File: src/rtl/arm_main_fsm_if.sv
// Control bundle between the multicycle ARM main FSM and its datapath.
// master = FSM side (reads instruction fields and memory handshake, drives enables/selects).
interface arm_main_fsm_if #(
  parameter int STATE_W = 4
);
  logic [1:0]         op;
  logic [5:0]         funct;
  logic               mem_ready;
  logic               ir_write;
  logic               next_pc;
  logic               reg_w;
  logic               mem_w;
  logic               branch;
  logic               adr_src;
  logic               alu_src_a;
  logic [1:0]         alu_src_b;
  logic [1:0]         result_src;
  logic               alu_op;
  logic               illegal;
  logic [STATE_W-1:0] dbg_state;

  modport master (
    input  op, funct, mem_ready,
    output ir_write, next_pc, reg_w, mem_w, branch,
           adr_src, alu_src_a, alu_src_b, result_src, alu_op,
           illegal, dbg_state
  );

  modport slave (
    output op, funct, mem_ready,
    input  ir_write, next_pc, reg_w, mem_w, branch,
           adr_src, alu_src_a, alu_src_b, result_src, alu_op,
           illegal, dbg_state
  );
endinterface

File: src/rtl/arm_main_fsm.sv
// Multicycle ARM main control FSM: 3-5 cycles per instruction plus one per memory wait cycle.
// Holds in FETCH/MEMREAD/MEMWRITE while mem_ready=0; enables are 0 whenever reset is low.
module arm_main_fsm #(
  parameter int STATE_W = 4
) (
  input  logic          clk,
  input  logic          reset,
  arm_main_fsm_if.master bus
);

  typedef enum logic [STATE_W-1:0] {
    FETCH    = STATE_W'(0),
    DECODE   = STATE_W'(1),
    MEMADR   = STATE_W'(2),
    MEMREAD  = STATE_W'(3),
    MEMWRITE = STATE_W'(4),
    MEMWB    = STATE_W'(5),
    EXECR    = STATE_W'(6),
    EXECI    = STATE_W'(7),
    ALUWB    = STATE_W'(8),
    BRANCH   = STATE_W'(9),
    UNKNOWN  = STATE_W'(10)
  } state_t;

  state_t state;
  state_t state_nxt;

  logic       ir_write_raw;
  logic       next_pc_raw;
  logic       reg_w_raw;
  logic       mem_w_raw;
  logic       branch_raw;
  logic       adr_src;
  logic       alu_src_a;
  logic [1:0] alu_src_b;
  logic [1:0] result_src;
  logic       alu_op;
  logic       illegal;

  always_ff @(posedge clk or negedge reset) begin
    if (!reset) begin
      state <= FETCH;
    end else begin
      state <= state_nxt;
    end
  end

  always_comb begin
    state_nxt = FETCH;
    case (state)
      FETCH:    state_nxt = bus.mem_ready ? DECODE : FETCH;
      DECODE: begin
        case (bus.op)
          2'b00:   state_nxt = bus.funct[5] ? EXECI : EXECR;
          2'b01:   state_nxt = MEMADR;
          2'b10:   state_nxt = BRANCH;
          default: state_nxt = UNKNOWN;
        endcase
      end
      MEMADR:   state_nxt = bus.funct[0] ? MEMREAD : MEMWRITE;
      MEMREAD:  state_nxt = bus.mem_ready ? MEMWB : MEMREAD;
      MEMWRITE: state_nxt = bus.mem_ready ? FETCH : MEMWRITE;
      EXECR:    state_nxt = ALUWB;
      EXECI:    state_nxt = ALUWB;
      default:  state_nxt = FETCH;
    endcase
  end

  always_comb begin
    ir_write_raw = 1'b0;
    next_pc_raw  = 1'b0;
    reg_w_raw    = 1'b0;
    mem_w_raw    = 1'b0;
    branch_raw   = 1'b0;
    adr_src      = 1'b0;
    alu_src_a    = 1'b0;
    alu_src_b    = 2'b00;
    result_src   = 2'b00;
    alu_op       = 1'b0;
    illegal      = 1'b0;
    case (state)
      FETCH: begin
        alu_src_a    = 1'b1;
        alu_src_b    = 2'b10;
        result_src   = 2'b10;
        ir_write_raw = bus.mem_ready;
        next_pc_raw  = bus.mem_ready;
      end
      DECODE: begin
        alu_src_a  = 1'b1;
        alu_src_b  = 2'b10;
        result_src = 2'b10;
      end
      MEMADR: begin
        alu_src_b = 2'b01;
      end
      MEMREAD: begin
        adr_src = 1'b1;
      end
      MEMWRITE: begin
        adr_src   = 1'b1;
        mem_w_raw = bus.mem_ready;
      end
      MEMWB: begin
        result_src = 2'b01;
        reg_w_raw  = 1'b1;
      end
      EXECR: begin
        alu_op = 1'b1;
      end
      EXECI: begin
        alu_src_b = 2'b01;
        alu_op    = 1'b1;
      end
      ALUWB: begin
        reg_w_raw = 1'b1;
      end
      BRANCH: begin
        alu_src_b  = 2'b01;
        result_src = 2'b10;
        branch_raw = 1'b1;
      end
      default: begin
        illegal = 1'b1;
      end
    endcase
  end

  // Enables are gated by reset directly so a mid-instruction reset cannot leak a write
  // even while mem_ready is high in the forced FETCH state.
  assign bus.ir_write   = ir_write_raw & reset;
  assign bus.next_pc    = next_pc_raw  & reset;
  assign bus.reg_w      = reg_w_raw    & reset;
  assign bus.mem_w      = mem_w_raw    & reset;
  assign bus.branch     = branch_raw   & reset;
  assign bus.adr_src    = adr_src;
  assign bus.alu_src_a  = alu_src_a;
  assign bus.alu_src_b  = alu_src_b;
  assign bus.result_src = result_src;
  assign bus.alu_op     = alu_op;
  assign bus.illegal    = illegal;
  assign bus.dbg_state  = state;

endmodule

File: src/flat_wrapper.sv
// flat-port wrapper written by rule: the top's interface ports become plain ports
module arm_main_fsm_flat 
#(
  parameter int STATE_W = 4
)
  (clk, reset, bus_op, bus_funct, bus_mem_ready, bus_ir_write, bus_next_pc, bus_reg_w, bus_mem_w, bus_branch, bus_adr_src, bus_alu_src_a, bus_alu_src_b, bus_result_src, bus_alu_op, bus_illegal, bus_dbg_state);
  arm_main_fsm_if #(.STATE_W(STATE_W)) bus_i ();
  input  logic clk;
  input  logic reset;
  input wire logic [$bits(bus_i.op)-1:0] bus_op;
  input wire logic [$bits(bus_i.funct)-1:0] bus_funct;
  input wire logic [$bits(bus_i.mem_ready)-1:0] bus_mem_ready;
  output wire logic [$bits(bus_i.ir_write)-1:0] bus_ir_write;
  output wire logic [$bits(bus_i.next_pc)-1:0] bus_next_pc;
  output wire logic [$bits(bus_i.reg_w)-1:0] bus_reg_w;
  output wire logic [$bits(bus_i.mem_w)-1:0] bus_mem_w;
  output wire logic [$bits(bus_i.branch)-1:0] bus_branch;
  output wire logic [$bits(bus_i.adr_src)-1:0] bus_adr_src;
  output wire logic [$bits(bus_i.alu_src_a)-1:0] bus_alu_src_a;
  output wire logic [$bits(bus_i.alu_src_b)-1:0] bus_alu_src_b;
  output wire logic [$bits(bus_i.result_src)-1:0] bus_result_src;
  output wire logic [$bits(bus_i.alu_op)-1:0] bus_alu_op;
  output wire logic [$bits(bus_i.illegal)-1:0] bus_illegal;
  output wire logic [$bits(bus_i.dbg_state)-1:0] bus_dbg_state;
  assign bus_i.op = bus_op;
  assign bus_i.funct = bus_funct;
  assign bus_i.mem_ready = bus_mem_ready;
  assign bus_ir_write = bus_i.ir_write;
  assign bus_next_pc = bus_i.next_pc;
  assign bus_reg_w = bus_i.reg_w;
  assign bus_mem_w = bus_i.mem_w;
  assign bus_branch = bus_i.branch;
  assign bus_adr_src = bus_i.adr_src;
  assign bus_alu_src_a = bus_i.alu_src_a;
  assign bus_alu_src_b = bus_i.alu_src_b;
  assign bus_result_src = bus_i.result_src;
  assign bus_alu_op = bus_i.alu_op;
  assign bus_illegal = bus_i.illegal;
  assign bus_dbg_state = bus_i.dbg_state;
  arm_main_fsm #(.STATE_W(STATE_W)) u_core (.clk(clk), .reset(reset), .bus(bus_i));
endmodule
File: config.mk
export PLATFORM = sky130hd
export DESIGN_NAME = arm_main_fsm_flat
export DESIGN_NICKNAME = d
export VERILOG_FILES = /design/src/rtl/arm_main_fsm_if.sv /design/src/rtl/arm_main_fsm.sv /design/src/flat_wrapper.sv
export SDC_FILE = /design/constraint.sdc
export NUM_CORES = 1
export LEC_CHECK = 0
export CAP_MARGIN = 10
export CORE_AREA = 2 2 39 41
export DETAILED_ROUTE_END_ITERATION = 10
export DIE_AREA = 0 0 41 43
export HOLD_SLACK_MARGIN = 0.15
export PLACE_DENSITY_LB_ADDON = 0.12
export SLEW_MARGIN = 10
export SYNTH_ARGS = -nofsm -noshare
export SYNTH_HDL_FRONTEND = slang
export SYNTH_SLANG_ARGS = --single-unit
File: constraint.sdc
create_clock -name clk -period 1.29 [get_ports clk]
set_input_delay 0.1935 -clock clk [delete_from_list [all_inputs] [get_ports clk]]
set_output_delay 0.1935 -clock clk [all_outputs]
set_load 0.005 [all_outputs]
## Word-level counts from Yosys, hierarchy flattened

Cells that the tools add are included.

- Bits in registers: 4
- Bits of input ports: 11
- Output and inout bits: 17
- Logic and storage cells: 42

- Equal/unequal tests: 11
- Multiplexer cells: 17
- Bitwise logic cells: 4
- Reduce and logical (&&, ||, !) cells: 9

Operators with widths:

| kind | number |
|---|---|
| $pmux 4 s6 | 1 |
| $eq 4x3->1 const B | 4 |
| $pmux 4 s3 | 1 |
| $mux 1 | 10 |
| $reduce_or 10->1 | 1 |
| $mux 3 | 3 |
| $eq 4x2->1 const B | 2 |
| $eq 4x4->1 const B | 2 |
| $pmux 2 s2 | 2 |
| $reduce_or 2->1 | 4 |
| $reduce_or 3->1 | 2 |
| $and 1x1->1 | 4 |
| $eq 4x1->1 const B | 1 |
| $logic_not 4->1 | 1 |
| $eq 2x1->1 const B | 1 |
| $eq 2x2->1 const B | 1 |
| $logic_not 2->1 | 1 |

## Longest topological paths before layout

Gate-level depths: netlist of run 1.

- Word-level depth: 4
- Depth in mapped cells: 4
- Mapped depth without buffers: 3

## Worst setup path after synthesis of run 1

OpenSTA, ideal clock, no wires.

- Path type: flip-flop to output port
- Start: register u_core.state[2] (netlist: u_core.bus.dbg_state[2])
- End: output bus_next_pc
- Arrival time: 1.111 ns
- Data required time: 1.097 ns
- Path slack: -0.014 ns
- Stages on the path, launching flop included: 5
- Path buffers: 3
- Path through: dfrtp_1 buf_6 buf_2 nor3_1 buf_4

- Word-level cells in the longest chain between the ends: 3

Ends and longest elaborated chain:

| what | line | text |
|---|---|---|
| start: declaration | arm_main_fsm.sv:25 | `state_t state;` |
| start signal: assignment | arm_main_fsm.sv:44 | `state <= state_nxt;` |
| $logic_not 4->1 | -- |  |
| $mux 1 | -- |  |
| $and 1x1->1 | -- |  |
| end: declaration | flat_wrapper.sv:14 | `output wire logic [$bits(bus_i.next_pc)-1:0] bus_next_pc;` |

No other way between the ends.

## Worst setup path after layout of run 1

- Start: register u_core.state[1] (netlist: u_core.bus.dbg_state[1])
- End: output bus_result_src[0]

- Word-level cells in the longest chain between the ends: 3
- Elaborated cells on any way between the ends: 6
- Those cells by class: eq/ne (3); mux (1); reduce/logical (2)

Ends and longest elaborated chain:

| what | line | text |
|---|---|---|
| $eq 4x4->1 (tied with other cells) | arm_main_fsm.sv:81 | `case (state)` |
| $reduce_or 3->1 (no source line) | -- |  |
| $pmux 2 s2 * | arm_main_fsm.sv:81 |  |
| end: declaration | flat_wrapper.sv:21 | `output wire logic [$bits(bus_i.result_src)-1:0] bus_result_src;` |

Every way passes the cells marked *; elsewhere a longest branch is shown, timed or not.

==> results of run 1 <==
## where the power goes
part | switching (mW) | leakage, nW | total [mW] | internal, mW
registers | 0.121 | 0.0465 | 0.314 | 0.193
clock network | 0.0496 | 0.0138 | 0.153 | 0.104
logic | 0.709 | 0.430 | 1.84 | 1.14
## synthesized netlist by cell type (all sizes together), types with 2 or more instances
cell,count
nand2,4
and3b,2
dfrtp,4
nor2b,2
nor3b,4
nor2,7
nand3b,4
buf,6
and2b,3
nor3,4
a21oi,4
## worst max-delay path by stage
stage | end | slack (ps) | cells past startpoint
final | bus_result_src[0] | -210 | 4
after CTS | bus_alu_src_b[0] | -220 | 5
after global routing | bus_adr_src | -260 | 6
after detailed placement | bus_mem_w | -610 | 5
after global placement | bus_mem_w | -600 | 5
after floorplan | bus_next_pc | 60 | 4
## cell families (layout without fill, tap and decap cells)
group                  Yosys count  in the layout  share of synthesized area
and+or+nand+nor                 34             34                      0.493
AOI/OAI and AO/OA               10             10                      0.163
buffers and inverters            6             60                     0.0997
muxes                            1              1                     0.0222
DFF                              4              4                      0.222
## area by class of cell
class,instances,share of cell area
Timing Repair Buffer,57,0.474
Clock buffer,3,0.0221
Sequential cell,4,0.103
Tap cell,16,0.0196
Multi-Input combinational cell,45,0.382
## worst max-delay path, cell delays in order, from the launching register on
cell and delay (ps):
dfrtp_2 430, and2b_2 250, buf_4 130, and3b_1 150
buf_2 120
## metrics by stage
step	setup slack [ps]	TNS (ps)	total power [mW]
3_5_place_dp	-612	-4680	1.52
6_report	-211	-2280	2.31
3_3_place_gp	-601	-4610	1.52
2_1_floorplan	61.5	0	0.887
5_1_grt	-259	-3180	2.47
4_1_cts	-225	-2200	2.07
## repair_timing
item	CTS	global route
gates cloned	0	0
gates resized for setup	96	14
pin swaps	7	10
endpoints found under the setup margin	18	20
buffers inserted	15	5
## layer usage
metal  up-vias  part of all wire
met5         -                 0
met4         0            0.0085
met3         2             0.048
met2        17              0.54
met1       273              0.40
li1        307                 -
==> results by group, run 1 <==
Power
  • VDD IR max: ~1.4 mV
  • Leak pwr: just under 0.5 nW
  • P per Cell Area: 2270 mW/mm^2

Setup path
  • Critical R2R Launch: u_core.bus.dbg_state[0]$_DFF_PN0_
  • Worst-path fanout max: 5
  • R2R Setup Slk: -160 ps
  • Critical Path RT: 1100 ps
  • Arr. time, crit path: 1310 ps
  • Critical path type: register to output port
  • RR Endpoint: u_core.bus.dbg_state[0]$_DFF_PN0_
  • Worst setup SP type: register
  • Worst Setup End Kind: output port
  • Crit path launch: u_core.bus.dbg_state[1]$_DFF_PN0_
  • R2r worst-path depth: 5

Finish
  • FF/Latch Area: 105 um^2
  • Area growth syn-to-layout: 126%
  • Multi-input combinational cell area: 389 um^2
  • NumNets Final: 122
  • Most frequent cells in the layout: buf_6 (20), buf_4 (16), buf_2 (13)
  • Finished Layout Cells: 125
  • Layout cells sized above 1: 0.688
  • Max reg flops: 4
  • Fill cells: 106
  • Cell area after layout: 0.00102 mm^2
  • Diode count: 0
  • Final Util: 0.737
  • Most common cell after layout, fill and taps aside: buf_6

Drt
  • DRC Markers: 0
  • WL per Instance: 12.3 um
  • Routed Antenna Nets: 0
  • DRT Wirelength: 1530 um
  • Starting DRT DRC Count: 12
  • DR vias/cell: 4.79
  • Detailed Routing Iterations Pass 1: 4
  • Via count: 599

Global route
  • Met1 Use GR: 0.219
  • Gr usage total: 0.188
  • GRT busiest layer: met2
  • Met2 GRT Util: 0.316
  • Vias in the first global route: 503
  • Largest net degree at the start of global routing: 9
  • Global-route wire length before repair: 2210 um
  • Met3 Track Usage GR: 0.0471
  • Antenna violations before repair: 0
  • Total grt overflow: 0

STA
  • Post-route minimum period: 1500 ps
  • Fin Hold WS: around 290 ps
  • Number of setup violations in the final report: 16
  • Final Skew: ~6.4 ps
  • Final slew viol count: 0
  • Actual slew at the worst max-slew pin: 207 ps
  • Final hold violations: 0
  • Rel. slew slack: 0.861
  • Fmax: between 600 and 700 MHz
  • Fin crit share: 1.16
  • Setup WS post-layout: -211 ps
  • RSZ-0062 raised after global routing: yes

Synthesis
  • FF+latch count, synth: 4
  • Post-synth EDFFs: 0
  • Synth Flop Type: dfrtp_1
  • Cell Area, Synth: 452 um^2
  • Synth warnings: 0
  • Sequential share of the synthesized area: 0.222
  • Synth top area share: 0.222
  • Cells after synthesis: 55
  • Yosys top cell by area: dfrtp_1
  • Largest cells by area after synthesis: dfrtp_1 (22%), nand3b_1 (6.6%), nor2_1 (5.8%), nor4b_4 (5.3%), and2b_1 (5.0%)
  • Synthesized net count: 66
  • Post-synthesis async set-or-reset flop share: 1.00
  • Count of cell types in the netlist: 25
  • Avg Cell Area, Syn: between 8 and 9 um^2

Placement
  • DP Area: 774 um^2
  • Buffers on Ports: 23
  • Placed wire-length estimate: slightly below 900 um
  • Placed Cells: 103
  • Routability cong.: 0.688

CTS
  • H-tree level count: 1
  • CTS Root Cell: clkbuf_4
  • Clock slew at reported path FFs: 40 ps
  • CTS Buf Count: 3
  • CTS max path bufs: 2
  • CTS Hold Bufs: 0
  • CTS tree: yes
  • Clock Latency Late Sink: 240 ps
  • Clk sinks: 4

Job
  • Max Cap Violations: 0

Floorplan
  • Die width: 41 um
  • IO Pins: 28
  • Die H: roughly 43 um
  • Core Region: 0.00138 mm^2
  • Initial cell density of the core: 0.326
  • Die area: between 0.0015 and 0.002 mm^2
  • Rows: 14

Run status
  • Violated checks: negative setup slack
  • Status: finished with violations

Hold path
  • Worst hold path class: input pin to async pin
Power figures use the tool's default switching activity.
==> run 2, diff against run 1 <==
--- a/config.mk
+++ b/config.mk
@@ -11,6 +11,7 @@
 export DIE_AREA = 0 0 41 43
 export HOLD_SLACK_MARGIN = 0.15
 export PLACE_DENSITY_LB_ADDON = 0.12
+export REMOVE_ABC_BUFFERS = 1
 export SLEW_MARGIN = 10
 export SYNTH_ARGS = -nofsm -noshare
 export SYNTH_HDL_FRONTEND = slang
==> constraint.sdc (replaced) <==
create_clock -name clk -period 1.4 [get_ports clk]
set_input_delay 0.21 -clock clk [delete_from_list [all_inputs] [get_ports clk]]
set_output_delay 0.21 -clock clk [all_outputs]
set_load 0.005 [all_outputs]
==> results by group, run 2 (synthesis gave the netlist of run 1 again) <==
Job
  • Max Cap Violations: 0

Finish
  • Finished Layout Cells: around 130
  • Area growth syn-to-layout: 131%
  • Most frequent cells in the layout: buf_6 (22), buf_4 (15), buf_2 (12)
  • Fill cells: slightly below 100
  • Diode count: 0
  • Most common cell after layout, fill and taps aside: buf_6
  • NumNets Final: 124
  • Final Util: 0.755
  • Max reg flops: 4
  • Layout cells sized above 1: 0.676

Setup path
  • R2r worst-path depth: 6
  • Crit path launch: u_core.bus.dbg_state[0]$_DFF_PN0_
  • Worst path bufs/invs: 2
  • Max stage delay on crit path: 430 ps
  • Critical R2R Launch: u_core.bus.dbg_state[2]$_DFF_PN0_
  • Critical path type: register to output port
  • R2R Setup Slk: -60 ps
  • Critical Path RT: 1190 ps
  • Worst-path fanout max: 5
  • Arr. time, crit path: 1340 ps
  • Worst Setup End Kind: output port
  • Slowest-stage cell, CP: dfrtp_2
  • Cell family with most CP delay: flip-flops
  • Worst setup SP type: register
  • Critical path cell sequence: and2b_2 -> buf_6 -> a21oi_2 -> o21ai_1 -> buf_2
  • RR Endpoint: u_core.bus.dbg_state[2]$_DFF_PN0_

Drt
  • DRT Wirelength: around 1900 um
  • Starting DRT DRC Count: 10
  • Routed Antenna Nets: 0
  • DR vias/cell: 5.07
  • DRC Markers: 0
  • WL per Instance: 15.1 um
  • Detailed Routing Iterations Pass 1: 4
  • Via count: 644

CTS
  • Clk sinks: 4
  • CTS max path bufs: 2
  • CTS Buf Count: 3
  • CTS tree: yes
  • Clock slew at reported path FFs: 40 ps
  • Clock Latency Late Sink: around 230 ps
  • H-tree level count: 1
  • CTS Hold Bufs: 0
  • CTS Root Cell: clkbuf_4

Global route
  • Vias in the first global route: 605
  • Antenna violations before repair: 0
  • Largest net degree at the start of global routing: 9
  • Gr usage total: 0.229
  • Total grt overflow: 0
  • Global-route wire length before repair: roughly 2700 um

Floorplan
  • Die H: 43 um
  • IO Pins: 28
  • Initial cell density of the core: 0.326
  • Die area: 0.00176 mm^2
  • Die width: 41 um
  • Rows: 14
  • Core Region: 0.00138 mm^2

STA
  • Fin crit share: 1.11
  • RSZ-0062 raised after global routing: yes
  • Final hold violations: 0
  • Fin Hold WS: 349 ps
  • Final Skew: roughly 0.42 ps
  • Final slew viol count: 0
  • Post-route minimum period: 1550 ps
  • Setup WS post-layout: -151 ps
  • Rel. slew slack: 0.873
  • Fmax: 645 MHz
  • Actual slew at the worst max-slew pin: 185 ps
  • Number of setup violations in the final report: 14
  • Total Neg Setup Slack: -1180 ps

Power
  • Clock power frac: 0.062
  • Leak pwr: 0.503 nW
  • Sequential Power Share: 0.114
  • Power Internal: between 1 and 1.5 mW
  • Switching pwr: 0.876 mW
  • Switching share of power: 0.388
  • P per Cell Area: roughly 2200 mW/mm^2
  • VDD IR max: between 1 and 1.5 mV
  • Gate power share: 0.824

Hold path
  • Worst hold path class: input pin to async pin

Run status
  • Status: finished with violations
  • Violated checks: negative setup slack

Placement
  • Setup WS pre-CTS: -514 ps
  • Placed wire-length estimate: 943 um
  • Routability cong.: 0.696
  • Placed Cells: 105
  • Buffers on Ports: 23
-- run 2: final cells by class --
type / instances / area, um^2 / share of cell area
sequential: 4 / 105 / 0.101
timing repair buffer: 59 / 519 / 0.497
multi-input combinational: 45 / 378 / 0.362
tap: 16 / 20.0 / 0.0192
clock buffer: 3 / 22.5 / 0.0216
-- run 2: worst max-delay path by stage --
| stage | end | slack (ps) | cells after the start |
|---|---|---|---|
| finish | bus_alu_src_b[0] | -150 | 5 |
| global route | bus_reg_w | -230 | 5 |
| CTS | bus_next_pc | -150 | 5 |
| detailed placement | bus_next_pc | -510 | 5 |
| floorplan | bus_alu_src_b[0] | 130 | 3 |
| global placement | bus_ir_write | -490 | 5 |
-- run 2: timing repair --
| item | in CTS | in global routing |
|---|---|---|
| buffers inserted | 16 | 6 |
| resized for setup | 90 | 16 |
| hold endpoints to repair | 0 | 0 |
| endpoints found under the setup margin | 17 | 15 |
| pin swaps | 14 | 16 |
-- run 2: per-layer routing --
layer	global-route usage	share of wire	vias to the layer above
met1	0.261	0.42	310
li1	-	-	309
met5	0	0	-
met2	0.394	0.53	23
met3	0.0471	0.041	2
met4	0.0800	0.0089	0
-- run 2: through the flow --
stage	total power, mW	area [um^2]
CTS	1.95	963
floorplan	0.711	407
finish	2.25	1040
global route	2.39	1040
detailed placement	1.44	785
global placement	1.43	785
-- run 2: power by group through the flow --
stage | clock, mW | sequential (mW) | combinational (mW)
3_5_place_dp | 0 | 0.279 | 1.16
3_3_place_gp | 0 | 0.281 | 1.15
2_1_floorplan | 0 | 0.343 | 0.368
4_1_cts | 0.143 | 0.243 | 1.57
6_report | 0.140 | 0.258 | 1.86
5_1_grt | 0.150 | 0.266 | 1.98
==> run 3, diff against run 2 <==
--- a/config.mk
+++ b/config.mk
@@ -9,6 +9,7 @@
 export CORE_AREA = 2 2 39 41
 export DETAILED_ROUTE_END_ITERATION = 10
 export DIE_AREA = 0 0 41 43
+export GPL_TIMING_DRIVEN = 1
 export HOLD_SLACK_MARGIN = 0.15
 export PLACE_DENSITY_LB_ADDON = 0.12
 export REMOVE_ABC_BUFFERS = 1
==> constraint.sdc (replaced) <==
create_clock -name clk -period 1.6 [get_ports clk]
set_input_delay 0.24 -clock clk [delete_from_list [all_inputs] [get_ports clk]]
set_output_delay 0.24 -clock clk [all_outputs]
set_load 0.005 [all_outputs]
==> results by group, run 3 (synthesis gave the netlist of run 1 again) <==
Floorplan
  • Initial cell density of the core: 0.326
  • Die width: approximately 41 um
  • Die area: 0.00176 mm^2
  • Rows: 14
  • Core Region: 0.00138 mm^2
  • IO Pins: 28
  • Die H: between 40 and 50 um

Finish
  • Diode count: 0
  • Layout cells sized above 1: 0.529
  • Final Util: 0.659
  • Finished Layout Cells: 118
  • Fill cells: 125
  • NumNets Final: 115
  • Most common cell after layout, fill and taps aside: buf_4
  • Cell area after layout: 912 um^2
  • Area growth syn-to-layout: 102%
  • Max reg flops: 4
  • Most frequent cells in the layout: buf_4 (22), clkdlybuf4s50_1 (7), nor2_1 (6), buf_2 (6), buf_6 (6)

STA
  • Total Neg Setup Slack: 0 ps
  • RSZ-0062 raised after global routing: yes
  • Fmax: 631 MHz
  • Fin crit share: 0.991
  • Actual slew at the worst max-slew pin: 170 ps
  • Final Skew: 1.69 ps
  • Number of setup violations in the final report: 0
  • Post-route minimum period: ~1600 ps
  • Final hold violations: 0
  • Final slew viol count: 0
  • Rel. slew slack: 0.883

CTS
  • Clock slew at reported path FFs: ~40 ps
  • CTS Root Cell: clkbuf_4
  • CTS tree: yes
  • Clock Latency Late Sink: 240 ps
  • CTS Buf Count: 3
  • H-tree level count: 1
  • Clk sinks: 4
  • CTS max path bufs: 2
  • CTS Hold Bufs: 0

Setup path
  • Critical path cell sequence: buf_4 -> buf_4 -> o21a_1 -> dlygate4sd2_1
  • Worst-path fanout max: 5
  • Worst setup SP type: register
  • Cell family with most CP delay: buffers and inverters
  • Arr. time, crit path: 1350 ps
  • Critical Path RT: 1360 ps
  • Max stage delay on crit path: about 400 ps
  • Critical path type: register to output port
  • Cell mode on critical path: buf_4
  • Worst path bufs/invs: 3
  • Slowest-stage cell, CP: dfrtp_2
  • Worst Setup End Kind: output port

Drt
  • DRT Wirelength: 1430 um
  • WL per Instance: 12.1 um
  • Detailed Routing Iterations Pass 1: 4
  • DRC Markers: 0
  • Starting DRT DRC Count: 7
  • DR vias/cell: 5.06
  • Routed Antenna Nets: 0
  • Via count: slightly below 600

Placement
  • DP Area: 785 um^2
  • Placed Cells: 105
  • Routability cong.: 0.696
  • Buffers on Ports: 23
  • Placed wire-length estimate: 928 um

Global route
  • Gr usage total: 0.189
  • Total grt overflow: 0
  • Vias in the first global route: 552
  • Global-route wire length before repair: 2190 um
  • Antenna violations before repair: 0
  • Largest net degree at the start of global routing: 9

Run status
  • Status: complete, no violations

Power
  • Leak pwr: 0.467 nW
  • Design Power: about 1.6 mW
  • VDD IR max: 0.874 mV
  • P per Cell Area: 1760 mW/mm^2

Job
  • Max Cap Violations: 0

Hold path
  • Worst hold path class: input pin to async pin
[run 3: cell count changes in the layout (fill, tap and decap cells not counted), moves of 2 or more]
| cell | change |
|---|---|
| nor3_1 | +3 |
| nor3_2 | -2 |
| buf_2 | -6 |
| dlygate4sd2_1 | +3 |
| nor2_2 | -2 |
| buf_4 | +7 |
| dlymetal6s2s_1 | +2 |
| buf_6 | -16 |
[run 3: through the flow]
stage | setup WS [ps] | hold WS, ps
after floorplan | 297 | -55.6
after global placement | -347 | 602
after detailed placement | -375 | 604
after CTS | -85.8 | 356
after global routing | -18.5 | 371
final | 14.3 | 359
[run 3: worst register-to-register path, stage by stage, from the launching register on]
cell	delay, ps
dfrtp_2	400
buf_6	130
buf_4	130
buf_4	140
nor4b_4	250
a21oi_1	80
o32ai_2	200
[run 3: per-layer routing]
layer / routed length, um / track usage / up-vias / part of all wire
met5: 0 / 0 / - / 0
met4: 36 / 0.120 / 0 / 0.025
met3: 85 / 0.0314 / 4 / 0.059
met2: 722 / 0.316 / 23 / 0.50
met1: 588 / 0.203 / 280 / 0.41
li1: - / - / 290 / -
[run 3: layout make-up]
type	instances	area [um^2]	area share
well taps	16	20.0	0.0219
multi-input cells	45	348	0.381
flip-flops and latches	4	105	0.115
repair buffers	50	417	0.457
clock buffers	3	22.5	0.0247
[run 3: worst paths after layout]
path,slack [ps],cells past startpoint,endpoint,startpoint
setup / recovery,10,4,bus_illegal,u_core.bus.dbg_state[2]$_DFF_PN0_
hold / removal,360,2,u_core.bus.dbg_state[2]$_DFF_PN0_,reset
setup reg to reg,190,6,u_core.bus.dbg_state[2]$_DFF_PN0_,u_core.bus.dbg_state[2]$_DFF_PN0_
hold reg to reg,630,2,u_core.bus.dbg_state[3]$_DFF_PN0_,u_core.bus.dbg_state[3]$_DFF_PN0_
max in group asynchronous,1130,2,u_core.bus.dbg_state[1]$_DFF_PN0_,reset
min in group clk,630,2,u_core.bus.dbg_state[3]$_DFF_PN0_,u_core.bus.dbg_state[3]$_DFF_PN0_
[run 3: what timing repair did]
action | CTS | global route
setup buffers | 12 | 0
resized for setup | 40 | 22
pin swaps | 2 | 8
endpoints found under the setup margin | 16 | 12
[run 3: report_power, final]
| part | leakage (nW) | internal (mW) | total [mW] | switching (mW) |
|---|---|---|---|---|
| clock | 0.0138 | 0.0840 | 0.127 | 0.0427 |
| sequential | 0.0465 | 0.155 | 0.205 | 0.0505 |
| combinational | 0.406 | 0.752 | 1.27 | 0.520 |
